**src/rtl/audio_pkg.sv**
```systemverilog
// Shared widths, the stereo sample record and the 16-bit saturation helper
// for the audio rate decimator.
package audio_pkg;

  localparam int SUM_W = 27;
  localparam int CNT_W = 11;
  localparam int SMP_W = 16;

  typedef struct packed {
    logic signed [SMP_W-1:0] l;
    logic signed [SMP_W-1:0] r;
  } stereo_smp_t;

  typedef enum logic [1:0] {
    ST_IDLE = 2'd0,
    ST_DIV  = 2'd1,
    ST_PUSH = 2'd2
  } dec_state_t;

  // Clamp a signed quotient (one bit wider than the sum) to the 16-bit range.
  function automatic logic signed [SMP_W-1:0] sat16(input logic signed [SUM_W:0] v);
    logic signed [SUM_W:0] hi;
    logic signed [SUM_W:0] lo;
    hi = (SUM_W+1)'(32767);
    lo = -(SUM_W+1)'(32768);
    if (v > hi)
      return 16'sh7FFF;
    else if (v < lo)
      return 16'sh8000;
    else
      return $signed(v[SMP_W-1:0]);
  endfunction

endpackage

```
**src/rtl/audio_sdiv.sv**
```systemverilog
// Serial signed restoring divider: one quotient bit per clock on magnitudes,
// sign reapplied and saturated at the output.
module audio_sdiv
  import audio_pkg::*;
(
  input  logic                    clk,
  input  logic                    reset,
  input  logic                    start,
  input  logic signed [SUM_W-1:0] dividend,
  input  logic [CNT_W-1:0]        divisor,
  output logic                    busy,
  output logic                    done,
  output logic signed [SMP_W-1:0] quotient
);

  localparam int STEPS = SUM_W;
  localparam int CW    = $clog2(STEPS);

  logic [SUM_W-1:0] dvd_reg;
  logic [SUM_W-1:0] quo_reg;
  logic [CNT_W-1:0] rem_reg;
  logic [CNT_W-1:0] dvs_reg;
  logic [CW-1:0]    cnt_reg;
  logic             neg_reg;
  logic             busy_reg;

  logic [CNT_W:0]   trial;
  logic [CNT_W:0]   trial_sub;
  logic             fits;
  logic signed [SUM_W:0] quo_mag;

  assign trial     = {rem_reg, dvd_reg[SUM_W-1]};
  assign trial_sub = trial - {1'b0, dvs_reg};
  assign fits      = (trial >= {1'b0, dvs_reg});

  always_ff @(posedge clk) begin
    if (reset) begin
      dvd_reg  <= '0;
      quo_reg  <= '0;
      rem_reg  <= '0;
      dvs_reg  <= '0;
      cnt_reg  <= '0;
      neg_reg  <= 1'b0;
      busy_reg <= 1'b0;
    end else if (start && !busy_reg) begin
      // Negating the most negative sum still yields the right unsigned magnitude.
      neg_reg  <= dividend[SUM_W-1];
      dvd_reg  <= dividend[SUM_W-1] ? SUM_W'(-dividend) : SUM_W'(dividend);
      dvs_reg  <= divisor;
      quo_reg  <= '0;
      rem_reg  <= '0;
      cnt_reg  <= '0;
      busy_reg <= 1'b1;
    end else if (busy_reg) begin
      dvd_reg <= {dvd_reg[SUM_W-2:0], 1'b0};
      rem_reg <= fits ? trial_sub[CNT_W-1:0] : trial[CNT_W-1:0];
      quo_reg <= {quo_reg[SUM_W-2:0], fits};
      cnt_reg <= cnt_reg + CW'(1);
      if (cnt_reg == CW'(STEPS-1))
        busy_reg <= 1'b0;
    end
  end

  // done marks the final step; the quotient is valid from the next cycle on.
  assign busy     = busy_reg;
  assign done     = busy_reg && (cnt_reg == CW'(STEPS-1));
  assign quo_mag  = $signed({1'b0, quo_reg});
  assign quotient = sat16(neg_reg ? -quo_mag : quo_mag);

endmodule

```
**src/rtl/audio_rate_decimator.sv**
```systemverilog
// Box-averaging decimator: accumulates stereo samples between phase-accumulator
// ticks, divides by the sample count and queues results in a FWFT FIFO.
module audio_rate_decimator
  import audio_pkg::*;
#(
  parameter int CLK_RATE   = 53693175,
  parameter int OUT_RATE   = 48000,
  parameter int FIFO_DEPTH = 8
) (
  input  logic                          clk,
  input  logic                          reset,
  input  logic                          en,
  input  logic signed [SMP_W-1:0]       in_l,
  input  logic signed [SMP_W-1:0]       in_r,
  output logic                          out_valid,
  input  logic                          out_ready,
  output logic signed [SMP_W-1:0]       out_l,
  output logic signed [SMP_W-1:0]       out_r,
  output logic                          overflow,
  output logic [$clog2(FIFO_DEPTH):0]   level
);

  localparam int PW = $clog2(CLK_RATE) + 1;
  localparam int AW = $clog2(FIFO_DEPTH);

  logic [PW-1:0] phase_reg;
  logic [PW-1:0] phase_sum;
  logic          tick;

  logic signed [SUM_W-1:0] sum_l_reg, sum_r_reg;
  logic signed [SUM_W-1:0] sum_l_next, sum_r_next;
  logic [CNT_W-1:0]        cnt_reg, cnt_next;

  dec_state_t state_reg;
  logic       overflow_reg;
  logic       div_start;

  logic signed [SUM_W-1:0] div_dvd [2];
  logic signed [SMP_W-1:0] div_q   [2];
  logic [1:0]              div_busy;
  logic [1:0]              div_done;

  stereo_smp_t     fifo_mem [FIFO_DEPTH];
  stereo_smp_t     fifo_head;
  logic [AW-1:0]   wr_ptr_reg, rd_ptr_reg;
  logic [AW:0]     level_reg;
  logic            fifo_full;
  logic            push;
  logic            pop;

  // Phase accumulator and window sums
  assign phase_sum = phase_reg + PW'(OUT_RATE);
  assign tick      = en && (phase_sum >= PW'(CLK_RATE));

  always_ff @(posedge clk) begin
    if (reset || !en)
      phase_reg <= '0;
    else if (tick)
      phase_reg <= phase_sum - PW'(CLK_RATE);
    else
      phase_reg <= phase_sum;
  end

  // The tick cycle's sample is folded into the snapshot via the *_next values.
  assign sum_l_next = sum_l_reg + SUM_W'(in_l);
  assign sum_r_next = sum_r_reg + SUM_W'(in_r);
  assign cnt_next   = cnt_reg + CNT_W'(1);

  always_ff @(posedge clk) begin
    if (reset || !en || tick) begin
      sum_l_reg <= '0;
      sum_r_reg <= '0;
      cnt_reg   <= '0;
    end else begin
      sum_l_reg <= sum_l_next;
      sum_r_reg <= sum_r_next;
      cnt_reg   <= cnt_next;
    end
  end

  // Dividers latch the snapshot on start
  assign div_start  = tick && (state_reg == ST_IDLE) && !(|div_busy);
  assign div_dvd[0] = sum_l_next;
  assign div_dvd[1] = sum_r_next;

  genvar gi;
  generate
    for (gi = 0; gi < 2; gi++) begin : g_div
      audio_sdiv u_div (
        .clk      (clk),
        .reset    (reset),
        .start    (div_start),
        .dividend (div_dvd[gi]),
        .divisor  (cnt_next),
        .busy     (div_busy[gi]),
        .done     (div_done[gi]),
        .quotient (div_q[gi])
      );
    end
  endgenerate

  // Control FSM
  always_ff @(posedge clk) begin
    if (reset) begin
      state_reg    <= ST_IDLE;
      overflow_reg <= 1'b0;
    end else begin
      overflow_reg <= (tick && (state_reg != ST_IDLE)) ||
                      ((state_reg == ST_PUSH) && !push);
      case (state_reg)
        ST_IDLE: if (div_start) state_reg <= ST_DIV;
        ST_DIV:  if (&div_done) state_reg <= ST_PUSH;
        ST_PUSH: state_reg <= ST_IDLE;
        default: state_reg <= ST_IDLE;
      endcase
    end
  end

  // First-word fall-through FIFO
  assign fifo_full = (level_reg == (AW+1)'(FIFO_DEPTH));
  assign pop       = out_valid && out_ready;
  assign push      = (state_reg == ST_PUSH) && (!fifo_full || pop);

  always_ff @(posedge clk) begin
    if (push)
      fifo_mem[wr_ptr_reg] <= '{l: div_q[0], r: div_q[1]};
  end

  always_ff @(posedge clk) begin
    if (reset) begin
      wr_ptr_reg <= '0;
      rd_ptr_reg <= '0;
      level_reg  <= '0;
    end else begin
      if (push)
        wr_ptr_reg <= wr_ptr_reg + AW'(1);
      if (pop)
        rd_ptr_reg <= rd_ptr_reg + AW'(1);
      if (push && !pop)
        level_reg <= level_reg + (AW+1)'(1);
      else if (pop && !push)
        level_reg <= level_reg - (AW+1)'(1);
    end
  end

  assign fifo_head = fifo_mem[rd_ptr_reg];
  assign out_valid = (level_reg != '0);
  assign out_l     = out_valid ? fifo_head.l : '0;
  assign out_r     = out_valid ? fifo_head.r : '0;
  assign overflow  = overflow_reg;
  assign level     = level_reg;

endmodule

```
**config.mk**
```make
export PLATFORM = sky130hd
export DESIGN_NAME = audio_rate_decimator
export DESIGN_NICKNAME = d
export VERILOG_FILES = /design/src/rtl/audio_pkg.sv /design/src/rtl/audio_sdiv.sv /design/src/rtl/audio_rate_decimator.sv
export SDC_FILE = /design/constraint.sdc
export NUM_CORES = 1
export LEC_CHECK = 0
export CELL_PAD_IN_SITES_DETAIL_PLACEMENT = 0
export CELL_PAD_IN_SITES_GLOBAL_PLACEMENT = 1
export CORE_AREA = 2 2 189 377
export CTS_CLUSTER_SIZE = 14
export DETAILED_ROUTE_END_ITERATION = 16
export DIE_AREA = 0 0 191 379
export GPL_TIMING_DRIVEN = 0
export PLACE_DENSITY = 0.74
export SLEW_MARGIN = 30
export SYNTH_ARGS = -nofsm -noshare
export SYNTH_HDL_FRONTEND = slang
export SYNTH_SLANG_ARGS = --single-unit
```
**constraint.sdc**
```tcl
create_clock -name clk -period 5.16 [get_ports clk]
set_input_delay 0.774 -clock clk [delete_from_list [all_inputs] [get_ports clk]]
set_output_delay 0.774 -clock clk [all_outputs]
set_load 0.01 [all_outputs]
```
Yosys cells after proc, flatten, opt, wreduce, memory -nomap -nowiden
Memories as Yosys holds them, arrays and structs flattened. A register that Yosys moved wholly into a read port is not among the register bits.
Cells that the tools add are included.
{"block": "classes", "add_sub_neg": 17, "multipliers": 0, "n_div": 0, "order_cmp": 7, "eq_ne": 7, "shift": 0, "muxes": 32, "bitwise_logic": 0, "n_reduce_logical": 35}
{"op": "27-bit 2-to-1 mux", "n": 7}
{"op": "16-bit 2-to-1 mux", "n": 6}
{"op": "28-bit by 16-bit greater-than comparator with 1-bit output, second input constant", "n": 2}
{"op": "28-bit by 16-bit less-than comparator with 1-bit output, second input constant", "n": 2}
{"op": "28-bit 2-to-1 mux", "n": 2}
{"op": "27-bit negation with 28-bit output", "n": 2}
{"op": "27-bit by 16-bit adder with 27-bit output", "n": 2}
{"op": "27-bit negation", "n": 2}
{"op": "27-bit by 16-bit adder with 27-bit output, second input constant", "n": 1}
{"op": "27-bit by 26-bit >= comparator with 1-bit output, second input constant", "n": 1}
{"op": "27-bit by 26-bit subtractor with 27-bit output, second input constant", "n": 1}
{"op": "12-bit by 11-bit >= comparator with 1-bit output", "n": 2}
{"op": "11-bit 2-to-1 mux", "n": 2}
{"op": "11-bit subtractor", "n": 2}
{"op": "1-bit logical AND", "n": 13}
{"op": "11-bit by 1-bit adder with 11-bit output, second input constant", "n": 1}
{"op": "5-bit by 1-bit adder with 5-bit output, second input constant", "n": 2}
{"op": "5-bit equality test, second input constant", "n": 2}
{"op": "1-bit 2-to-1 mux", "n": 8}
{"op": "4-bit 2-to-1 mux", "n": 2}
{"op": "2-bit nonzero test", "n": 4}
{"op": "1-bit zero test", "n": 7}
{"op": "3-bit by 1-bit adder with 3-bit output, second input constant", "n": 2}
{"op": "3-bit 2-to-1 mux", "n": 2}
{"op": "other kinds (14)", "n": 21}
{"block": "word_totals", "reg_bits": 271, "latchBits": 0, "mem_bits_rw": 256, "rom_bits": 0, "in_bits": 36, "output_inout_bits": 38, "elab_cells": 122, "mem_count": 1}
{"memory": "fifo_mem", "depth": 8, "width": 32, "read_ports": 1, "rd_clocked_by_memory_dff": 1, "write_ports": 1, "line_no": "audio_rate_decimator.sv:43", "source": "stereo_smp_t fifo_mem [FIFO_DEPTH];"}

Longest topological paths before layout
Gate-level depths: netlist (run 1).
{"block": "logic_depth", "ltp_word": 8, "depth_mapped": 16, "mapped_depth_nobuf": 13}

Modules after synthesis
From an unflattened synthesis (run 1), not the netlist that was laid out.
{"block": "unflattened", "cells_unflattened": 2675, "area_unflattened_um2": 27787.9}
{"module": "audio_rate_decimator", "n_inst": 1, "cells_each": 1309, "area_each_um2": 17048.9, "seq_area_each_um2": 9849.4}
{"module": "audio_sdiv (g_div[1].u_div)", "n_inst": 1, "cells_each": 682, "area_each_um2": 5388.9, "seq_area_each_um2": 1661.6}
{"module": "audio_sdiv (g_div[0].u_div)", "n_inst": 1, "cells_each": 684, "area_each_um2": 5350.1, "seq_area_each_um2": 1661.6}

Least setup slack after synthesis (run 1)
No wires, ideal clock.
{"block": "synth_path", "path_kind": "input port to flip-flop", "startpoint": "input port out_ready", "endpoint": "memory fifo_mem[2][0] (netlist bit) (enable)", "setup_time_ns": 0.468, "arrival_ns": 3.782, "t_required_ns": 4.692, "setup_slack_ns": 0.910, "path_stages": 5, "path_buffers": 1, "path_cell_list": "nand3b_1 > and3b_1 > clkbuf_1 > nand2b_1 > nor3b_1"}
{"block": "synth_via", "elab_chain_len": 5}
{"element": "start: declaration", "line_no": "audio_rate_decimator.sv:16", "source": "input logic out_ready,"}
{"element": "1-bit logical AND", "line_no": "audio_rate_decimator.sv:121", "source": "assign pop = out_valid && out_ready;"}
{"element": "1-bit logical OR", "line_no": "audio_rate_decimator.sv:122", "source": "assign push = (state_reg == ST_PUSH) && (!fifo_full || pop);"}
{"element": "1-bit logical AND", "line_no": "audio_rate_decimator.sv:122"}
{"element": "via push", "line_no": "audio_rate_decimator.sv:48", "source": "logic push;"}
{"element": "1-bit 2-to-1 mux", "line_no": "audio_rate_decimator.sv:125", "source": "if (push)"}
{"element": "1-bit 2-to-1 mux (not written as such)", "line_no": "audio_rate_decimator.sv:126", "source": "fifo_mem[wr_ptr_reg] <= '{l: div_q[0], r: div_q[1]};"}
{"element": "end: declaration", "line_no": "audio_rate_decimator.sv:43"}
The timed path passes the listed nets, and every way through them passes these cells.

Worst setup path in the final report (run 1)
{"block": "layout_path", "startpoint": "input port in_r[15]", "endpoint": "register g_div[1].u_div.dvd_reg[1]"}
{"block": "layout_via", "elab_chain_len": 3}
{"element": "start: declaration", "line_no": "audio_rate_decimator.sv:14", "source": "input logic signed [SMP_W-1:0] in_r,"}
{"element": "27-bit by 16-bit adder with 27-bit output", "line_no": "audio_rate_decimator.sv:66", "source": "assign sum_r_next = sum_r_reg + SUM_W'(in_r);"}
{"element": "27-bit 2-to-1 mux", "line_no": "audio_sdiv.sv:48", "source": "dvd_reg <= dividend[SUM_W-1] ? SUM_W'(-dividend) : SUM_W'(dividend);"}
{"element": "27-bit 2-to-1 mux", "line_no": "audio_sdiv.sv:45", "source": "end else if (start && !busy_reg) begin"}
{"element": "end signal: assignment", "line_no": "audio_sdiv.sv:48"}
{"element": "end signal: assignment", "line_no": "audio_sdiv.sv:55", "source": "dvd_reg <= {dvd_reg[SUM_W-2:0], 1'b0};"}
{"element": "end: declaration", "line_no": "audio_sdiv.sv:19", "source": "logic [SUM_W-1:0] dvd_reg;"}
No other way between the ends.
A chain may end at the register's enable or synchronous reset.

==> results of run 1 <==
## worst paths after layout
| path | from | to | slack, ns |
|---|---|---|---|
| hold reg to reg | g_div[1].u_div.dvd_reg[1] | g_div[1].u_div.dvd_reg[1] | 0.47 |
| setup reg to reg | g_div[1].u_div.quo_reg[6] | fifo_mem[1][0] | 0.75 |
| setup / recovery | in_r[15] | g_div[1].u_div.dvd_reg[1] | 0.49 |
| hold / removal | g_div[1].u_div.dvd_reg[1] | g_div[1].u_div.dvd_reg[1] | 0.47 |
## metrics by stage
| stage | cells | utilization [%] | worst slack [ns] |
|---|---|---|---|
| floorplan | 2645 | - | 0.910 |
| global placement | 3621 | 42.5 | -2.56 |
| detailed placement | 3656 | 43.1 | -0.158 |
| CTS | 3746 | 45.5 | 0.520 |
| global route | 3746 | 45.5 | 0.192 |
| finish | 3746 | 45.5 | 0.490 |
## cell type report
type,instances,area (um2)
Timing Repair Buffer,108,1080
Sequential cell,530,13200
Inverter,77,289
Buffer,145,608
Fill cell,6553,37900
Clock buffer,69,1380
Tap cell,903,1130
Clock inverter,21,280
Multi-Input combinational cell,1893,13600
## cells by family (layout without fill, tap and decap cells)
kind of cell / Yosys count / after routing / synth area share, %
AND/OR/NAND/NOR: 791 / 791 / 14.3
AO/OA/AOI/OAI: 632 / 632 / 14.6
flip-flops: 530 / 530 / 47.7
buffers and inverters: 222 / 420 / 3.23
XOR/XNOR: 188 / 188 / 5.96
multiplexers: 186 / 186 / 9.72
adder cells (fa/ha/maj): 96 / 96 / 4.48
## layout by cell type, fill, tap and decap left out, types with 9 or more instances in the layout
| cell type | Yosys | final |
|---|---|---|
| a31oi_1 | 22 | 22 |
| ha_1 | 91 | 91 |
| inv_1 | 77 | 77 |
| dfxtp_1 | 274 | 274 |
| or3_1 | 27 | 27 |
| buf_2 | 25 | 28 |
| buf_4 | 1 | 28 |
| buf_1 | 14 | 10 |
| o21bai_1 | 11 | 11 |
| nand2b_1 | 27 | 27 |
| nor2_1 | 289 | 287 |
| or2_2 | 13 | 13 |
| a21boi_0 | 31 | 31 |
| nor3b_1 | 13 | 9 |
| mux2i_1 | 103 | 103 |
| mux4_2 | 64 | 64 |
| nor4_1 | 18 | 17 |
| nand2_1 | 137 | 137 |
| clkbuf_16 | 0 | 51 |
| o21a_1 | 23 | 23 |
| clkdlybuf4s50_1 | 0 | 73 |
| mux2_2 | 18 | 18 |
| a211oi_1 | 68 | 68 |
| nand4_1 | 29 | 29 |
| o21ai_0 | 168 | 164 |
| clkbuf_1 | 101 | 115 |
| and2_1 | 19 | 19 |
| nor2b_1 | 53 | 53 |
| nand3_1 | 37 | 37 |
| o31ai_1 | 12 | 12 |
| o211ai_1 | 15 | 15 |
| xor2_1 | 92 | 92 |
| edfxtp_1 | 256 | 256 |
| a21oi_1 | 162 | 162 |
| nor3_1 | 49 | 47 |
| and3_1 | 28 | 28 |
| xnor2_1 | 96 | 96 |
| a21o_1 | 22 | 22 |
## power by group through the flow
stage	Sequential [uW]	Clock (uW)	Combinational [uW]
after floorplan	4520	0	968
final	4440	3790	1430
after global placement	4530	0	1420
after detailed placement	4530	0	1430
after global routing	4440	4040	1580
after CTS	4440	3890	1440
## worst register-to-register path: cells and delay by family (launching register included)
family                 cells  cell delay (ns)
AND/OR/NAND/NOR            5             1.91
AO/OA/AOI/OAI              4             1.44
flip-flops                 1             0.37
buffers and inverters      1             0.21
XOR/XNOR                   1             0.13
## per-layer routing
layer  wire, um  share of wire (%)
met1      31200                 46
met2      33300                 49
met4       1370                2.0
met3       2560                3.7
met5          0                  0
==> results, run 1 <==
- The run finished with clean final reports.
- The post-layout net count is 2937.
- The required time of the critical path is between 5 and 6 ns.
- Summing every instance area after synthesis gives 0.0276 mm2.
- The share of total power dissipated in combinational logic is ~15%.
- The area of the core is 0.0694 mm2.
- The number of global-route vias before repair is about 20000.
- The floorplan die area is 0.0724 mm2.
- Of the total power, the share spent switching nets is 26.2%.
- The register with the most flip-flops in the layout has 256 of them.
- Using the TritonRoute via totals, the vias-per-cell ratio works out to 5.44.
- The root buffer cell is clkbuf_16.
- The global route total overflow is 0.
- In this run, synthesis inferred 256 flip-flops with an integrated enable.
- Along the worst path, the maximum fanout reaches 12.
- The post-synthesis to final-layout area growth is 14.2%.
- The clock passes through at most 3 buffers.
- In this run the tool buffered the top-level ports with 73 buffer cells.
- The first global-routing pass estimated approximately 110000 um of wire.
- Once the floorplan was initialized, standard cells occupied 39.8% of the core.
- Setup repair after global routing left no endpoint under its margin.
- In this run, post-CTS repair resized a total of 0 instances.
- Global routing consumed, on the met1 layer, 25.5% of the routing resources.
- For this run, the number of Yosys warnings is 0.
- For this run, the leading register cell type out of synthesis is dfxtp_1.
- TritonCTS built the clock tree.
- The detailed-route via count is 20400.
- In the finished design, the share of the clock period the worst path needs comes to 90.5%.
- The number of cells on the critical path is 14.
- For this design the total switching power over the nets is 2530 uW.
- In this run, synthesis produced a sequential element count of 530.
- In this run, post-CTS hold repair placed 0 buffers.
- The count of H-tree levels built during CTS is 2.
- Setup total negative slack on the finished layout was measured at 0 ns.
- The share of flip-flops with an asynchronous set or reset is 0%.
- At the end of routability-driven placement, the weighted congestion stood at 0.821.
- The number of remaining DRC errors is 0.
- A synthesized cell averages 10.4 um2.
- The transition at the pin with the smallest max-transition slack is 0.984 ns.
- The type of the worst min-delay path is reg -> reg.
- The instance count of the mapped netlist is 2645.
- The height of the die is 379 um.
- Power spread over the standard cell area amounts to 306 mW/mm2.
- Summed over all layers, the routed wires come to roughly 68000 um.
- In this run the static leakage power is 0.0112 uW.
- When the netlist entered floorplanning its net count stood at between 2000 and 3000.
- The startpoint type of the worst setup path is an input pin.
- The clock buffer count from CTS is 50.
- The hold path depth is 2.
- By startpoint and endpoint, the worst setup path is classified as in -> reg.
- Setup violations remaining at the end of the flow were counted as 0.
- The signal on the critical path passes through clkdlybuf4s50_1, ha_1, clkbuf_1, nand2_1, o21a_1, nor2_1, a2111oi_0, o31a_1, o21ai_0, xnor2_1, buf_2, mux2i_1, a22oi_1, a21oi_1.
- Counting instances in the post-synthesis netlist gives the leading cell types as nor2_1 (289), dfxtp_1 (274), edfxtp_1 (256).
- The maximum clock frequency is about 210 MHz.
- The floorplan step set the die width to 191 um.
- In the final routed layout, each cell accounts on average for around 18 um.
- The critical path endpoint category is a flip-flop.
- The worst clock skew is 0.0229 ns.
- The met3 track demand over resource in global routing is 2.32%.
- After floorplanning, the core was divided into 137 placement rows.
- The initial antenna violation count came to 0.
- Per report_power, the sequential group accounts for 45.9% of the total.
- The clock drives 530 sinks.
- In this run the biggest area consumer among cell types represents 27.8% of the synthesized area.
- The dominant cell by count in the synthesized netlist is nor2_1.
- Across every metal layer, demand over resource in global routing totals 19.0%.
- Of the cells placed in the final design, the portion with a size suffix greater than 1 is under 10%.
- The worst path buffer plus inverter count is 3.
- Ranked by total cell area, the synthesized netlist is headed by edfxtp_1 (28%), dfxtp_1 (20%), mux4_2 (5.2%).
- For this design, the slowest cell found on the critical path is clkdlybuf4s50_1.
- The worst hold slack across all endpoints is between 0.4 and 0.5 ns.
- The count of pins over their slew limit is 0.
- In this run the tightest slew margin relative to its limit is between 30% and 40%.
- The half-perimeter wire length after detailed placement is 50200 um.
- In this run the count of I/O pins placed on the die edge is 74.
- The clock network accounts for about two fifths of the total power.
- The standard cell area after detailed placement is approximately 0.030 mm2.
- For this run, global-route usage on met2 was measured as about 33%.
- Entering global routing, the biggest net connects 16 pins.
- For this run, the detailed router's first-pass iteration total came to 5.
- For the worst flop-to-flop path, the logic depth is 11.
- The residual antenna-violating net count after detailed routing is 0.
- After clock tree synthesis, the clock-pin slew on the worst setup and hold paths is approximately 0.06 ns.
- Overall power consumption after layout is estimated at 9660 uW.
- Summing the sequential cell areas from Yosys gives 47.7% of the chip area.
- The kind of cell with the highest combined delay on the critical path is buffers and inverters.
- The final-report hold violation count came to 0.
- For the finished layout, the period the worst path requires is 4.67 ns.
- The internal power is around 7100 uW.
- At the worst endpoint, the arrival time is 5.22 ns.
- The number of DRC markers in iteration 0 is ~1100.
- The number of different library cells used by synthesis comes to between 90 and 100.
- The largest voltage drop on the vdd net is approximately 260 uV.
- The stage delay of the slowest cell on the critical path is 0.84 ns.
- The clock insertion delay at the later pin of the skew report is 0.62 ns.
- The leading area contributor after synthesis is edfxtp_1.
- The number of max-cap violations is 0.
- The busiest metal layer after global routing is met2.
- The finished cells cover 0.0316 mm2.
- The number of antenna diodes in the final layout is 0.
- The setup fix buffers added after clock tree synthesis is 0.
(Power assumes the default switching activity.)
==> run 2, diff against run 1 <==
--- a/config.mk
+++ b/config.mk
@@ -7,12 +7,12 @@
 export LEC_CHECK = 0
 export CELL_PAD_IN_SITES_DETAIL_PLACEMENT = 0
 export CELL_PAD_IN_SITES_GLOBAL_PLACEMENT = 1
-export CORE_AREA = 2 2 189 377
+export CORE_AREA = 2 2 170 338
 export CTS_CLUSTER_SIZE = 14
 export DETAILED_ROUTE_END_ITERATION = 16
-export DIE_AREA = 0 0 191 379
+export DIE_AREA = 0 0 172 340
 export GPL_TIMING_DRIVEN = 0
-export PLACE_DENSITY = 0.74
+export PLACE_DENSITY = 0.87
 export SLEW_MARGIN = 30
 export SYNTH_ARGS = -nofsm -noshare
 export SYNTH_HDL_FRONTEND = slang
==> results, run 2 (synthesis results as in run 1) <==
- The number of max-cap violations is 0 (unchanged).
- The commonest non-fill, non-tap cell in the layout was nor2_1 (unchanged).
- The worst clock skew came to 0.0170 ns (was 0.0229 ns).
- The number of clock sinks came to 530 (unchanged).
- The first-pass iteration count of the detailed router was 5 (unchanged).
- The clock buffer count from CTS is 49 (was 50).
- The post-layout net count was 2933 (was 2937).
- The count of boundary I/O pins was 74 (unchanged).
- The height of the die is 340 um (was 379 um).
- The startpoint of the worst hold path is g_div[1].u_div.dvs_reg[9] (was g_div[1].u_div.dvd_reg[1]).
- The critical path endpoint category is a flip-flop (unchanged).
- The relative slew slack came to 33.2% (was 33.7%).
- The final-report hold violation count is 0 (unchanged).
- The count of H-tree levels built during CTS is 2 (unchanged).
- The number of cells on the critical path came to 14 (unchanged).
- Commonest cells after routing, fill and taps aside: nor2_1 (287), dfxtp_1 (274), edfxtp_1 (256) (unchanged).
- The slack of the worst reg-to-reg path is 0.50 ns (was 0.75 ns).
- The cts-stage hold buffer count is 0 (unchanged).
- Status: finished clean (unchanged).
- The share of post-route cells with drive strength above 1 came to 9.43% (was 9.57%).
- The first-pass GRT wire length is 109000 um (was 110000 um).
- The kind of cell with the highest combined delay on the critical path is compound AO/OA/AOI/OAI gates (was buffers and inverters).
- The clock-pin slew on the worst setup and hold paths is 0.06 ns (about the same).
- The reported leakage power was 0.0111 uW (was 0.0112 uW).
- The portion of the clock cycle consumed by the worst path in the final layout is 93.9% (was 90.5%).
- The post-synthesis to final-layout area growth is 13.1% (was 14.2%).
- The category of the critical setup timing path is in -> reg (unchanged).
- The detailed-route via count was 20900 (was 20400).
- The number of buffers inserted by port buffering is 73 (unchanged).
- The total of fill cells in the finished design came to 4944 (was 6553).
- The count of pins over their slew limit is 0 (unchanged).
- The floorplan die area is 0.0585 mm2 (was 0.0724 mm2).
- The number of antenna repair diodes was 0 (unchanged).
- The largest voltage drop on the vdd net is 253 uV (was 264 uV).
- The endpoint of the worst hold-timing path is g_div[1].u_div.dvs_reg[9] (was g_div[1].u_div.dvd_reg[1]).
- The global route total overflow is 0 (unchanged).
- The final setup violation count was 0 (unchanged).
- The initial core utilization is 49.3% (was 39.8%).
- The number of global-route vias before repair is 21200 (was 20000).
- The type of the worst min-delay path is reg -> reg (unchanged).
- The residual antenna-violating net count after detailed routing is 0 (unchanged).
- The required time of the critical path was 5.66 ns (was 5.71 ns).
- The pin count of the biggest net entering global routing came to 18 (was 16).
- Unrepaired setup endpoints after global routing: no (unchanged).
- The startpoint type of the worst setup path is an input pin (unchanged).
- The root buffer cell is clkbuf_16 (unchanged).
- The worst path buffer plus inverter count is 3 (unchanged).
- The total power per unit cell area came to 303 mW/mm2 (was 306 mW/mm2).
- The all-layer global routing usage is 23.7% (was 19.0%).
- The setup fix buffers added after clock tree synthesis is 0 (unchanged).
- The area of the core came to 0.0560 mm2 (was 0.0694 mm2).
- The transition at the pin with the smallest max-transition slack came to 1.00 ns (was 0.984 ns).
- The TritonCTS clock tree is yes (unchanged).
- The highest net fanout along the worst path came to 10 (was 12).
- The wire length reported by the detailed router was 69700 um (was 68400 um).
- The worst hold slack across all endpoints came to 0.477 ns (was 0.471 ns).
- The via count normalized by instance count came to 5.81 (was 5.44).
- The number of core rows came to 123 (was 137).
- The die extent in x came to 172 um (was 191 um).
- The clock insertion delay at the later pin of the skew report is 0.59 ns (was 0.62 ns).
- The final core utilization is 55.8% (was 45.5%).
- The flip-flop count of the largest register, all copies and words added is 256 (unchanged).
- The hold path depth came to 2 (unchanged).
- The stage delay of the slowest cell on the critical path is 0.85 ns (was 0.84 ns).
- The critical path's slowest cell is a221oi_1 (was clkdlybuf4s50_1).
- The number of remaining DRC errors came to 0 (unchanged).
- The beginning of the worst register-to-register path is phase_reg[7] (was g_div[1].u_div.quo_reg[6]).
- The final RePlAce weighted congestion is 0.894 (was 0.821).
- The half-perimeter wire length after detailed placement is 52700 um (was 50200 um).
- The maximum count of clock buffers along a single path was 3 (unchanged).
- The capture instance of the worst register-to-register path is sum_l_reg[8] (was fifo_mem[1][0]).
- The final period demand of the worst path was 4.84 ns (was 4.67 ns).
- The post-cts repair resize count is 0 (unchanged).
- The initial antenna violation count is 0 (unchanged).
- The per-cell routed wire length is 19.4 um (was 18.3 um).
- The maximum clock frequency is 206 MHz (was 214 MHz).
- Cell breakdown of the critical path: clkdlybuf4s50_1, ha_1, a21oi_1, o221ai_1, a221oi_1, nand4bb_1, a311oi_1, o21ba_2, xnor2_1, clkbuf_1, clkbuf_1, nand2_1, xnor2_1, a211oi_1 (was clkdlybuf4s50_1, ha_1, clkbuf_1, nand2_1, o21a_1, nor2_1, a2111oi_0, o31a_1, o21ai_0, xnor2_1, buf_2, mux2i_1, a22oi_1, a21oi_1).
- The depth of the worst register-to-register path is 12 (was 11).
- The endpoint arrival time on the critical path came to 5.34 ns (was 5.22 ns).
- The number of DRC markers in iteration 0 was 1106 (was 1090).
run 2: cell types whose count changed in the layout (fill, tap and decap cells not counted), sizes merged:
cell    delta
buf        -4
bufinv     -3
clkbuf     +5
clkinv     -2
inv        +2
run 2: metrics by stage:
step,std cells,setup TNS (ns),power [uW],area (um2),worst slack (ns)
finish,3591,0,9460,31200,0.317
global route,3591,0,9790,31200,0.0405
CTS,3591,0,9520,31200,0.312
detailed placement,3500,-2.10,5920,29600,-0.281
global placement,3468,-396.83,5890,29300,-2.37
floorplan,2645,0,5490,27600,0.910
run 2: layout make-up:
cell class	count	area, um2	share of cell area [%]
Buffer	145	608	1.95
Clock buffer	73	1410	4.51
Clock inverter	18	178	0.569
Inverter	77	289	0.925
Multi-Input combinational cell	1893	13600	43.6
Sequential cell	530	13200	42.2
Tap cell	750	938	3.00
Timing Repair Buffer	105	1020	3.27
run 2: routing by layer:
metal / share of wire [%] / GRT usage, % / routed length (um)
met1: 35 / 23.6 / 24500
met2: 57 / 48.0 / 40000
met3: 3.1 / 2.06 / 2140
met4: 4.4 / 10.4 / 3030
met5: 0 / 0 / 0
run 2: how the worst max path moves through the flow:
stage	to	slack, ns	from
4_1_cts	g_div[0].u_div.dvd_reg[8]	0.31	in_l[8]
6_report	g_div[0].u_div.dvd_reg[8]	0.32	in_l[8]
5_1_grt	g_div[0].u_div.dvd_reg[8]	0.04	in_l[8]
2_1_floorplan	fifo_mem[2][0]	0.91	out_ready
3_5_place_dp	g_div[0].u_div.dvd_reg[8]	-0.28	in_l[8]
3_3_place_gp	fifo_mem[4][10]	-2.37	out_ready
run 2: where the power goes:
part / total, uW / leakage [uW] / internal, uW / switching (uW)
Sequential: 4440 / 0.00463 / 4410 / 27.7
Clock: 3620 / 0.000773 / 2000 / 1620
Combinational: 1390 / 0.00573 / 579 / 815
run 2: worst register-to-register path: cells and delay by family (launching register included):
| kind | cells | cell delay [ns] |
|---|---|---|
| adders and majority gates | 1 | 0.30 |
| AOI/OAI and AO/OA | 5 | 1.66 |
| DFF | 1 | 0.46 |
| buffers and inverters | 2 | 0.68 |
| and+or+nand+nor | 4 | 1.49 |
==> run 3, diff against run 2 <==
==> constraint.sdc (replaced) <==
create_clock -name clk -period 5.16 [get_ports clk]
set_input_delay 0.774 -clock clk [delete_from_list [all_inputs] [get_ports clk]]
set_output_delay 0.774 -clock clk [all_outputs]
set_load 0.1 [all_outputs]
==> results, run 3 (synthesis results as in run 1) <==
- Status: finished clean (unchanged).
- The number of core rows is 123 (unchanged).
- The reported leakage power was 0.0112 uW (was 0.0111 uW).
- The top routing layer in use is met4 (unchanged).
- The number of global-route vias before repair is 21200 (unchanged).
- The TritonCTS clock tree is yes (unchanged).
- The highest net fanout along the worst path was 10 (unchanged).
- The final non-filler cell area is 0.0312 mm2 (about the same).
- The first-pass GRT wire length is 109000 um (unchanged).
- The total of fill cells in the finished design is 4943 (was 4944).
- The type of the worst min-delay path is reg -> reg (unchanged).
- The per-cell routed wire length is 19.4 um (about the same).
- The number of buffers inserted by port buffering is 73 (unchanged).
- Unrepaired setup endpoints after global routing: no (unchanged).
- The wire length reported by the detailed router is 69600 um (was 69700 um).
- The relative slew slack is 33.0% (was 33.2%).
- The root buffer cell is clkbuf_16 (unchanged).
- The first-pass iteration count of the detailed router is 5 (unchanged).
- The initial antenna violation count came to 0 (unchanged).
- The required time of the critical path came to 5.66 ns (about the same).
- The commonest non-fill, non-tap cell in the layout is nor2_1 (unchanged).
- The die extent in x is 172 um (unchanged).
- The floorplan die area was 0.0585 mm2 (unchanged).
- The startpoint type of the worst setup path is an input pin (unchanged).
- The pin count of the biggest net entering global routing is 18 (unchanged).
- The total power per unit cell area is 315 mW/mm2 (was 303 mW/mm2).
- The final setup TNS is 0 ns (unchanged).
- The number of clock sinks is 530 (unchanged).
- The initial core utilization is 49.3% (unchanged).
- The transition at the pin with the smallest max-transition slack came to 1.00 ns (about the same).
- The endpoint arrival time on the critical path is 5.36 ns (was 5.34 ns).
- The final-report hold violation count is 0 (unchanged).
- Commonest cells after routing, fill and taps aside: nor2_1 (287), dfxtp_1 (274), edfxtp_1 (256) (unchanged).
- The half-perimeter wire length after detailed placement is 52700 um (unchanged).
- The maximum count of clock buffers along a single path is 3 (unchanged).
- The area of the core is 0.0560 mm2 (unchanged).
- The worst hold slack across all endpoints came to 0.477 ns (about the same).
- The portion of the clock cycle consumed by the worst path in the final layout is 94.3% (was 93.9%).
- The post-synthesis to final-layout area growth is 13.1% (about the same).
- The total power was 9830 uW (was 9460 uW).
- The clock-pin slew on the worst setup and hold paths is 0.06 ns (about the same).
- The routed metal-1 wire length is 24500 um (about the same).
- The detailed-route via count is 20800 (was 20900).
- The global route total overflow is 0 (unchanged).
- The critical path endpoint category is a flip-flop (unchanged).
- The height of the die is 340 um (unchanged).
- The number of DRC markers in iteration 0 is 1118 (was 1106).
- The count of boundary I/O pins was 74 (unchanged).
- The flip-flop count of the largest register, all copies and words added is 256 (unchanged).
- The final setup violation count came to 0 (unchanged).
- The count of pins over their slew limit came to 0 (unchanged).
- The number of antenna repair diodes is 0 (unchanged).
- The residual antenna-violating net count after detailed routing is 0 (unchanged).
- The all-layer global routing usage came to 23.7% (unchanged).
- The share of post-route cells with drive strength above 1 is 9.43% (unchanged).
- The clock buffer count from CTS is 49 (unchanged).
- The worst clock skew was 0.0173 ns (was 0.0170 ns).
- The clock insertion delay at the later pin of the skew report is 0.59 ns (about the same).
- The number of max-cap violations is 0 (unchanged).
- The final period demand of the worst path is 4.87 ns (was 4.84 ns).
- The cts-stage hold buffer count was 0 (unchanged).
- The final RePlAce weighted congestion is 0.894 (unchanged).
- The count of H-tree levels built during CTS is 2 (unchanged).
- The sum of met2 wire segment lengths after detailed routing is 39800 um (was 40000 um).
- The category of the critical setup timing path is in -> reg (unchanged).
- The via count normalized by instance count is 5.80 (was 5.81).
- The number of remaining DRC errors was 0 (unchanged).
- The standard cell area after detailed placement came to 0.0296 mm2 (unchanged).
- The post-layout net count is 2933 (unchanged).
- The largest voltage drop on the vdd net is 253 uV (about the same).
- The maximum clock frequency came to 205 MHz (was 206 MHz).
- The met3 wirelength from detailed routing is 2070 um (was 2140 um).
-- run 3: cell type report --
class	count	area (um2)	area share (%)
buffer	145	608	1.95
clock buffer	73	1410	4.51
clock inverter	18	178	0.569
inverter	77	289	0.925
multi-input combinational	1893	13600	43.6
sequential	530	13200	42.2
tap	750	938	3.00
timing repair buffer	105	1020	3.28
-- run 3: where the power goes --
group | internal (uW) | switching, uW | leakage (uW)
combinational | 578 | 1190 | 0.00575
clock | 2000 | 1620 | 0.000773
sequential | 4410 | 27.5 | 0.00463
-- run 3: worst max-delay path: stages --
cell,delay (ns)
clkdlybuf4s50_1,0.41
ha_1,0.40
a21oi_1,0.26
o221ai_1,0.16
a221oi_1,0.87
nand4bb_1,0.28
a311oi_1,0.35
o21ba_2,0.20
xnor2_1,0.24
clkbuf_1,0.47
clkbuf_1,0.40
nand2_1,0.13
xnor2_1,0.15
a211oi_1,0.23
-- run 3: routing by layer --
| metal | GRT usage (%) | vias up |
|---|---|---|
| met5 | 0 | - |
| met4 | 10.4 | 0 |
| met3 | 2.06 | 173 |
| met2 | 48.0 | 499 |
| met1 | 23.6 | 10100 |
| li1 | - | 10100 |
-- run 3: worst paths after layout --
kind                        startpoint                         to  slack, ns  depth (start not counted)
max                            in_l[8]  g_div[0].u_div.dvd_reg[8]       0.29                         14
min          g_div[1].u_div.dvs_reg[9]  g_div[1].u_div.dvs_reg[9]       0.48                          2
max reg2reg               phase_reg[7]               sum_l_reg[8]       0.50                         12
min reg2reg  g_div[1].u_div.dvs_reg[9]  g_div[1].u_div.dvs_reg[9]       0.48                          2
-- run 3: what timing repair did --
item | 4_1_cts | 5_1_grt
gates resized for setup | 0 | 1
endpoints found under the setup margin | 0 | 1
buffers inserted | 0 | 0
-- run 3: stage by stage --
step / cells / utilization (%) / setup slack [ns]
final: 3591 / 55.8 / 0.293
after CTS: 3591 / 55.7 / 0.165
after detailed placement: 3500 / 52.9 / -0.281
after floorplan: 2645 / - / 0.453
after global placement: 3468 / 52.3 / -2.37
after global routing: 3591 / 55.8 / 0.0405
